$ cat src/rtl/qnna_pkg.sv
// rtl/qnna_pkg.sv - shared constants and types for the qnna requantizer
package qnna_pkg;

    localparam int ACC_W_DEF   = 32;
    localparam int SCALE_W_DEF = 16;
    localparam int LANES_DEF   = 4;

    localparam int INT8_MAX  = 127;
    localparam int INT8_MIN  = -128;
    localparam int MAX_SHIFT = 47;

    typedef logic [8*LANES_DEF-1:0] rq_word_t;

endpackage

$ cat src/rtl/qnna_rq_lane.sv
// rtl/qnna_rq_lane.sv - S1/S2 datapath: scale multiply, round-shift, zero point, ReLU, saturate
module qnna_rq_lane
    import qnna_pkg::*;
#(
    parameter int ACC_W   = ACC_W_DEF,
    parameter int SCALE_W = SCALE_W_DEF
) (
    input  logic                    clk,
    input  logic                    rst,
    input  logic                    flush,
    input  logic                    en,
    input  logic                    valid,
    input  logic signed [ACC_W-1:0] acc,
    input  logic                    last,
    input  logic [SCALE_W-1:0]      scale,
    input  logic [5:0]              shift,
    input  logic signed [7:0]       zp,
    input  logic                    relu,
    output logic                    res_valid,
    output logic [7:0]              res_data,
    output logic                    res_last,
    output logic                    res_sat
);

    // Product width covers signed acc times unsigned scale exactly; three
    // guard bits keep the rounding add and zero-point add from wrapping.
    localparam int PW = ACC_W + SCALE_W + 1;
    localparam int VW = PW + 3;

    logic                 s1_valid;
    logic                 s1_last;
    logic signed [PW-1:0] s1_prod;
    logic signed [PW-1:0] a_x;
    logic signed [PW-1:0] m_x;

    assign a_x = PW'(acc);
    assign m_x = PW'({1'b0, scale});

    // S1: register the scaled product
    always_ff @(posedge clk) begin
        if (rst || flush) begin
            s1_valid <= 1'b0;
            s1_prod  <= '0;
            s1_last  <= 1'b0;
        end else if (en) begin
            s1_valid <= valid;
            s1_prod  <= a_x * m_x;
            s1_last  <= last;
        end
    end

    logic [5:0]           sh;
    logic signed [VW-1:0] pw;
    logic signed [VW-1:0] rnd;
    logic signed [VW-1:0] r;
    logic signed [VW-1:0] zpx;
    logic signed [VW-1:0] v0;
    logic signed [VW-1:0] v;
    logic [7:0]           sat_data;
    logic                 sat_hit;

    // S2 arithmetic: round half toward +inf, add zero point, ReLU floor at zp, clamp to int8
    always_comb begin
        sh  = (shift > 6'(MAX_SHIFT)) ? 6'(MAX_SHIFT) : shift;
        pw  = VW'(s1_prod);
        zpx = VW'(zp);
        rnd = '0;
        r   = pw;
        if (sh != 6'd0) begin
            rnd[sh - 6'd1] = 1'b1;
            r = (pw + rnd) >>> sh;
        end
        v0 = r + zpx;
        v  = (relu && (v0 < zpx)) ? zpx : v0;
        sat_data = v[7:0];
        sat_hit  = 1'b0;
        if (v > VW'(INT8_MAX)) begin
            sat_data = 8'h7F;
            sat_hit  = 1'b1;
        end else if (v < VW'(INT8_MIN)) begin
            sat_data = 8'h80;
            sat_hit  = 1'b1;
        end
    end

    // S2: register the requantized byte
    always_ff @(posedge clk) begin
        if (rst || flush) begin
            res_valid <= 1'b0;
            res_data  <= '0;
            res_last  <= 1'b0;
            res_sat   <= 1'b0;
        end else if (en) begin
            res_valid <= s1_valid;
            res_data  <= sat_data;
            res_last  <= s1_last;
            res_sat   <= sat_hit && s1_valid;
        end
    end

endmodule

$ cat src/rtl/qnna_requant.sv
// rtl/qnna_requant.sv - INT32 to INT8 requantizer and 4-lane packer; QNNA_RQ_SATCNT_EN enables sat_count
module qnna_requant
    import qnna_pkg::*;
#(
    parameter int ACC_W   = ACC_W_DEF,
    parameter int SCALE_W = SCALE_W_DEF,
    parameter int LANES   = LANES_DEF
) (
    input  logic                    clk,
    input  logic                    rst,
    input  logic                    start,
    input  logic [SCALE_W-1:0]      cfg_scale,
    input  logic [5:0]              cfg_shift,
    input  logic [7:0]              cfg_zp,
    input  logic                    cfg_relu,
    input  logic                    in_valid,
    output logic                    in_ready,
    input  logic signed [ACC_W-1:0] in_acc,
    input  logic                    in_last,
    output logic                    out_valid,
    input  logic                    out_ready,
    output logic [8*LANES-1:0]      out_data,
    output logic [LANES-1:0]        out_byte_en,
    output logic                    out_last,
    output logic [15:0]             sat_count
);

    localparam int CW = $clog2(LANES + 1);

    logic               stall;
    logic               fire;
    logic [SCALE_W-1:0] lat_scale;
    logic [5:0]         lat_shift;
    logic signed [7:0]  lat_zp;
    logic               lat_relu;

    // Whole pipeline freezes while a finished word waits downstream.
    assign stall    = out_valid && !out_ready;
    assign in_ready = !rst && !start && !stall;
    assign fire     = in_valid && in_ready;

    // Configuration is captured only on start; live cfg inputs are ignored otherwise
    always_ff @(posedge clk) begin
        if (rst) begin
            lat_scale <= '0;
            lat_shift <= '0;
            lat_zp    <= '0;
            lat_relu  <= 1'b0;
        end else if (start) begin
            lat_scale <= cfg_scale;
            lat_shift <= cfg_shift;
            lat_zp    <= cfg_zp;
            lat_relu  <= cfg_relu;
        end
    end

    logic       res_valid;
    logic [7:0] res_data;
    logic       res_last;
    logic       res_sat;

    qnna_rq_lane #(
        .ACC_W   (ACC_W),
        .SCALE_W (SCALE_W)
    ) u_lane (
        .clk       (clk),
        .rst       (rst),
        .flush     (start),
        .en        (!stall),
        .valid     (fire),
        .acc       (in_acc),
        .last      (in_last),
        .scale     (lat_scale),
        .shift     (lat_shift),
        .zp        (lat_zp),
        .relu      (lat_relu),
        .res_valid (res_valid),
        .res_data  (res_data),
        .res_last  (res_last),
        .res_sat   (res_sat)
    );

    logic [8*LANES-1:0] pk_buf;
    logic [8*LANES-1:0] pk_word;
    logic [LANES-1:0]   pk_mask;
    logic [CW-1:0]      count;
    logic [CW-1:0]      pk_next;
    logic               pk_done;

    // Merge the incoming byte into the partial word and decide whether it completes
    always_comb begin
        pk_word = pk_buf;
        pk_word[8*count +: 8] = res_data;
        pk_next = count + CW'(1);
        pk_mask = '0;
        for (int i = 0; i < LANES; i++) begin
            pk_mask[i] = (i < int'(pk_next));
        end
        pk_done = (pk_next == CW'(LANES)) || res_last;
    end

    // Packer and output register; a completing word may reload in the same cycle as a handshake
    always_ff @(posedge clk) begin
        if (rst || start) begin
            pk_buf      <= '0;
            count       <= '0;
            out_valid   <= 1'b0;
            out_data    <= '0;
            out_byte_en <= '0;
            out_last    <= 1'b0;
        end else if (!stall) begin
            out_valid <= 1'b0;
            if (res_valid) begin
                if (pk_done) begin
                    out_data    <= pk_word;
                    out_byte_en <= pk_mask;
                    out_last    <= res_last;
                    out_valid   <= 1'b1;
                    pk_buf      <= '0;
                    count       <= '0;
                end else begin
                    pk_buf <= pk_word;
                    count  <= pk_next;
                end
            end
        end
    end

`ifdef QNNA_RQ_SATCNT_EN
    logic [15:0] sat_q;

    // Sticky saturation event counter, counted as each byte enters the packer
    always_ff @(posedge clk) begin
        if (rst || start) begin
            sat_q <= '0;
        end else if (!stall && res_valid && res_sat && (sat_q != 16'hFFFF)) begin
            sat_q <= sat_q + 16'd1;
        end
    end

    assign sat_count = sat_q;
`else
    logic unused_sat;

    assign unused_sat = res_sat;
    assign sat_count  = '0;
`endif

endmodule
$ cat config.mk
export PLATFORM = sky130hd
export DESIGN_NAME = qnna_requant
export DESIGN_NICKNAME = d
export VERILOG_FILES = /design/src/rtl/qnna_pkg.sv /design/src/rtl/qnna_rq_lane.sv /design/src/rtl/qnna_requant.sv
export SDC_FILE = /design/constraint.sdc
export NUM_CORES = 2
export LEC_CHECK = 0
export CAP_MARGIN = 40
export CORE_ASPECT_RATIO = 0.75
export CORE_MARGIN = 8
export CORE_UTILIZATION = 62
export DETAILED_ROUTE_END_ITERATION = 16
export PLACE_DENSITY = 0.91
export RECOVER_POWER = 25
export SETUP_SLACK_MARGIN = 0.3
export SLEW_MARGIN = 20
export SYNTH_ARGS = -nofsm -noshare
export SYNTH_HDL_FRONTEND = slang
export SYNTH_SLANG_ARGS = --single-unit
export TNS_END_PERCENT = 10
$ cat constraint.sdc
create_clock -name clk -period 15.75 [get_ports clk]
set_input_delay 4.725 -clock clk [delete_from_list [all_inputs] [get_ports clk]]
set_output_delay 4.725 -clock clk [all_outputs]
set_load 0.02 [all_outputs]
Yosys cells after proc, flatten, opt, wreduce, memory -nomap -nowiden
Cells that the tools add are included.
- add/sub/neg operators: 5
- multipliers: 1
- divide/modulo/power cells: 0
- order comparisons: 10
- equal/unequal tests: 1
- shift operators: 3
- multiplexer cells: 12
- bitwise logic cells: 1
- reduce and logical (&&, ||, !) cells: 15
- operator list (cell ; number):
    $mux 52 ; 2
    $add 49x52->52 ; 1
    $add 52x8->52 ; 1
    $gt 52x8->1 const B ; 1
    $lt 52x8->1 ; 1
    $lt 52x8->1 const B ; 1
    $sshr 52x6->52 ; 1
    $mul 32x17->49 ; 1
    $neg 6->34 ; 1
    $shift 8x34->32 const A ; 1
    $shiftx 8x34->32 ; 1
    $bwmux 32 ; 1
    $mux 32 ; 1
    $mux 8 ; 2
    $lt 6x7->1 const B ; 1
    $demux 1 s6 ; 1
    $ge 6x1->1 const B ; 1
    $gt 6x6->1 const B ; 1
    $logic_and 1x1->1 ; 6
    $lt 1x3->1 const A ; 2
    $lt 2x3->1 const A ; 2
    $mux 6 ; 1
    $reduce_bool 6->1 ; 1
    $sub 6x1->6 const B ; 1
    other kinds (9) ; 15
- flip-flop bits (word level): 165
- latch bits: 0
- bits in writable memories: 0
- ROM bits: 0
- output and inout port bits: 55
- memories kept: 0

Depth between registers and ports, before layout
- depth after elaboration: 17
- mapped depth: 55

By module
A second synthesis with hierarchy kept.
- cell total of the unflattened synthesis: 4717
- area, all modules: 37528.5 um2
- by module, submodules not included (module ; instances ; cells an instance ; area each (um2) ; seq. area each (um2)):
    qnna_rq_lane ; 1 ; 4250 ; 33249.4 ; 1241.2
    qnna_requant ; 1 ; 467 ; 4279.1 ; 2082.0

Worst setup path after synthesis
OpenSTA, ideal clock, no wires.
- path type: register to register
- start point: register lat_shift[5]
- end point: register u_lane.res_data[2]
- setup time: 60 ps
- arrival time: 11808 ps
- slack: 3882 ps
- cell stages (with the launch flop): 52
- buffers on the path: 5
- period minus slack after synthesis: 11868 ps
- cells stage by stage: dfxtp_1 -> nand2_1 -> nand2b_1 -> inv_1 -> clkbuf_1 -> clkbuf_1 -> buf_1 -> ha_1 -> nor2b_1 -> xnor2_1 -> nand3_1 -> nand2_1 -> nand2_1 -> or2_2 -> inv_1 -> ha_1 -> a211oi_1 -> o21ai_1 -> (+16 left out) -> o31a_1 -> nor4_1 -> or3_1 -> a211oi_1 -> xnor3_1 -> ha_1 -> nand4_1 -> nor4_1 -> nand3_1 -> o41a_1 -> xnor2_1 -> and2_1 -> clkbuf_1 -> or4_1 -> nor4_1 -> nor3b_1 -> a211oi_1 -> o221a_1
- longest elaborated chain between the ends: 17
- elaborated cells between the ends (all ways): 20
- classes of those cells: 3 x add/sub; 6 x order compare; 1 x shift; 7 x mux; 3 x reduce/logical
- RTL lines (item ; RTL line ; RTL):
    start, declared ; qnna_requant.sv:33 ; logic [5:0] lat_shift;
    start signal, assigned ; qnna_requant.sv:51 ; lat_shift <= cfg_shift;
    $gt 6x6->1 ; qnna_rq_lane.sv:64 ; sh = (shift > 6'(MAX_SHIFT)) ? 6'(MAX_SHIFT) : shift;
    $mux 6 (*) ; qnna_rq_lane.sv:64 ;
    $sub 6x1->6 ; qnna_rq_lane.sv:70 ; rnd[sh - 6'd1] = 1'b1;
    $lt 6x7->1 (not written as such) / $ge 6x1->1 (equally long branches) ; qnna_rq_lane.sv:70 ;
    $logic_and 1x1->1 (not written as such) ; qnna_rq_lane.sv:70 ;
    $mux 1 (not written as such) ; qnna_rq_lane.sv:70 ;
    $demux 1 s6 ; n/a ;
    $add 49x52->52 ; qnna_rq_lane.sv:71 ; r = (pw + rnd) >>> sh;
    $sshr 52x6->52 ; qnna_rq_lane.sv:71 ;
    $mux 52 (*) ; qnna_rq_lane.sv:69 ; if (sh != 6'd0) begin
    $add 52x8->52 (*) ; qnna_rq_lane.sv:73 ; v0 = r + zpx;
    $lt 52x8->1 ; qnna_rq_lane.sv:74 ; v = (relu && (v0 < zpx)) ? zpx : v0;
    $logic_and 1x1->1 ; qnna_rq_lane.sv:74 ;
    $mux 52 (*) ; qnna_rq_lane.sv:74 ;
    $lt 52x8->1 ; qnna_rq_lane.sv:80 ; end else if (v < VW'(INT8_MIN)) begin
    $mux 8 ; qnna_rq_lane.sv:80 ;
    $mux 8 (*) ; qnna_rq_lane.sv:77 ; if (v > VW'(INT8_MAX)) begin
    end signal, assigned ; qnna_rq_lane.sv:95 ; res_data <= sat_data;
    end, declared ; qnna_rq_lane.sv:20 ; output logic [7:0] res_data,
Mark *: on every way between the ends. The rest lies on a longest branch, timed or not.
A chain may end at the register's enable or synchronous reset.

Worst setup path after layout
- start point: register lat_shift[1]
- end point: register u_lane.res_data[6]
The elaborated chain is that of the path after synthesis.

==> flow_metrics.env <==
export IMPL_period_share=0.883
export IMPL_synth_cell_type_count=97
export IMPL_grt_max_degree=91
export IMPL_grt_first_pass_wirelength_um=197000
export IMPL_synth_mux_area_fraction=0.0360
export IMPL_vias_per_cell=6.52
export IMPL_violations="capacitance limit, slew limit"
export IMPL_cts_clk_slew_worst_paths_ns=0.09
export IMPL_synthFlopType="dfxtp_1"
export IMPL_cts_tree="built"
export IMPL_start_util=0.624
export IMPL_r2r_start="lat_shift[1]"
export IMPL_crit_type="reg2reg"
export IMPL_peakVddDrop_mv=0.113
export IMPL_hold_buffers=0
export IMPL_async_reset_ff_frac=0
export IMPL_min_period_ns=13.91
export IMPL_tightest_slew_ns=3.63
export IMPL_finalNetCount=5426
export IMPL_post_cts_buffers=0
export IMPL_final_cells=5394
export IMPL_io_pins=124
export IMPL_min_path_type="reg2reg"
export IMPL_dpl_hpwl_um=98700
export IMPL_r2r_setup_slack_ns=1.84
export IMPL_antenna_found_initial=0
export IMPL_first_pass_iters=7
export IMPL_r2r_end="u_lane.res_data[6]"
export IMPL_p_leak_nw=17.6
export IMPL_cp_start_kind="register"
export IMPL_die_h_um=226
export IMPL_drive_above_1_share=0.0378
export IMPL_dp_cells=5353
export IMPL_post_drt_wl_per_cell_um=23.3
export IMPL_core_area_um2=58600
export IMPL_cts_resized=0
export IMPL_ys_warn_count=0
export IMPL_dr_max_layer_used="met4"
export IMPL_fin_setup_tns_ns=0
export IMPL_clk_path_buf_depth=2
export IMPL_grt_use_total=0.375
export IMPL_hold_viol_final=0
export IMPL_arrival_ns=14.34
export IMPL_port_buffers=107
export IMPL_cts_root_buf="clkbuf_16"
export IMPL_synth_edf_count=0
export IMPL_yosys_area_share_adder=0.363
export IMPL_p_per_area_nw_per_um2=117
export IMPL_syn_area_um2=36500
export IMPL_pre_cts_ws_ns=2.19
export IMPL_relSlewSlack=-1.42
export IMPL_first_global_vias=34700
export IMPL_maxCapViolCount=1
export IMPL_cp_required_ns=16.19
export IMPL_slowest_stage="a211oi_1"
export IMPL_grt_overflow_total=0
export IMPL_ctsHtreeMaxLevel=4
export IMPL_place_congestion=1.06
export IMPL_postLayoutCellArea_um2=38800
export IMPL_critPathLaunch="lat_shift[1]"
export IMPL_drt_total_wl_um=126000
export IMPL_rr_worst_depth=46
export IMPL_mostFrequentLayoutCell="nand2_1"
export IMPL_rows=77
export IMPL_die_w_um=296
export IMPL_synth_xor_area_frac=0.0274
export IMPL_wl_met3_um=17700
export IMPL_synth_seq_cells=165
export IMPL_area_delta_synth_final_pct=6.12
export IMPL_cts_made_buffers=17
export IMPL_slowest_delay_ns=0.76
export IMPL_setup_viol=0
export IMPL_via_count=35200
export IMPL_wl_met2_um=51800
export IMPL_first_iter_violations=4719
export IMPL_seq_area_frac_synth=0.0904
export IMPL_crit_path_end_kind="register"
export IMPL_drc=0
export IMPL_clkLatencyLatePin_ns=0.49
export IMPL_path_common_cell="ha_1"
export IMPL_synth_area_leaders="fa_1 27%, ha_1 9.4%, dfxtp_1 9.0%, nand2_1 6.7%, inv_1 6.0%"
export IMPL_fmax_mhz=71.9
export IMPL_critPathMaxFanout=54
export IMPL_n_antenna_cell=0
export IMPL_numClockSinks=165
export IMPL_synth_top_area_cell="fa_1"
export IMPL_synth_simple_area_share=0.205
export IMPL_synth_top_family_by_area="adder cells"
export IMPL_outcome="finished, violations left"
export IMPL_wl_met1_um=51300
export IMPL_antenna_left=0
export IMPL_final_setup_skew_ns=0.0237
export IMPL_rsz0062_at_grt="no"
export IMPL_setup_worst_path_end="u_lane.res_data[6]"
export IMPL_maxSlewViolCount=34
export IMPL_worst_slack_ns=1.84
export IMPL_synth_compound_area_frac=0.187
export IMPL_synth_area_per_cell_um2=7.84
export IMPL_synthCells=4661
export IMPL_post_route_util=0.662
export IMPL_die_area_um2=67100
export IMPL_place_area_um2=38000
export IMPL_synth_largest_type_area_fraction=0.269
export IMPL_p_total_mw=4.53
export IMPL_layout_common_cells="657 x nand2_1, 581 x inv_1, 491 x fa_1"
export IMPL_holdWs_ns=0.477
-- cell usage after synthesis, drive strengths merged, types with 28 or more instances --
cell type,n
nand4,47
a22oi,28
inv,582
dfxtp,165
a211oi,88
xor2,39
fa,491
clkbuf,231
nand3,66
or3,39
o211ai,41
o21ai,163
a21o,86
nor3,67
a31oi,32
ha,275
mux2i,109
buf,49
o21a,34
nand2,657
and2,223
nand2b,29
a21oi,289
nor2,357
xnor2,72
-- worst min path at each step --
stage | start | endpoint | cells past startpoint | slack, ns
4_1_cts | u_lane.s1_last | u_lane.s1_last | 2 | 0.47
3_5_place_dp | u_lane.s1_last | u_lane.s1_last | 2 | 0.46
6_report | u_lane.s1_last | u_lane.s1_last | 2 | 0.48
2_1_floorplan | u_lane.s1_last | u_lane.s1_last | 2 | 0.43
5_1_grt | u_lane.s1_last | u_lane.s1_last | 2 | 0.49
3_3_place_gp | u_lane.s1_valid | u_lane.s1_valid | 2 | 0.44
-- power by group --
group          switching (mW)  internal [mW]
Clock                   0.245          0.234
Combinational            2.14           1.37
Sequential             0.0817          0.459
-- routing by layer --
layer,track usage,up-vias
met5,0,-
met4,0.137,0
met3,0.124,401
met2,0.533,2341
met1,0.528,16900
li1,-,15500
-- logic make-up (layout without fill, tap and decap cells) --
logic type      after synthesis  after routing
fa+ha+maj                   766            766
mux                         124            124
compound gates             1018           1018
simple gates               1612           1612
other cells                   1             19
xor+xnor                    112            112
flops                       165            165
buf+inv                     863            788
-- cell type report --
class,instances,area [um2]
clock buffers,17,425
inverters,583,2190
clock inverters,15,220
well taps,790,988
repair buffers,173,1610
flip-flops and latches,165,3310
multi-input cells,3651,30000
fillers,4794,19800
-- registers in the layout (all words and copies together) (netlist names) --
register          count
out_last              1
u_lane.res_valid      1
lat_relu              1
lat_zp                8
u_lane.s1_valid       1
out_data             32
u_lane.res_last       1
u_lane.s1_prod       49
lat_shift             6
count                 3
pk_buf               32
u_lane.res_data       8
out_byte_en           4
out_valid             1
u_lane.s1_last        1
lat_scale            16
-- worst max-delay path, delay by kind of cell, from the launching register on --
kind	cells	cell delay [ns]
xor gates and xnor gates	2	0.57
and+or+nand+nor	17	3.82
adders and majority gates	5	1.86
AOI/OAI and AO/OA	17	6.31
buffers and inverters	5	0.85
DFF	1	0.43
Power figures use the tool's default switching activity.
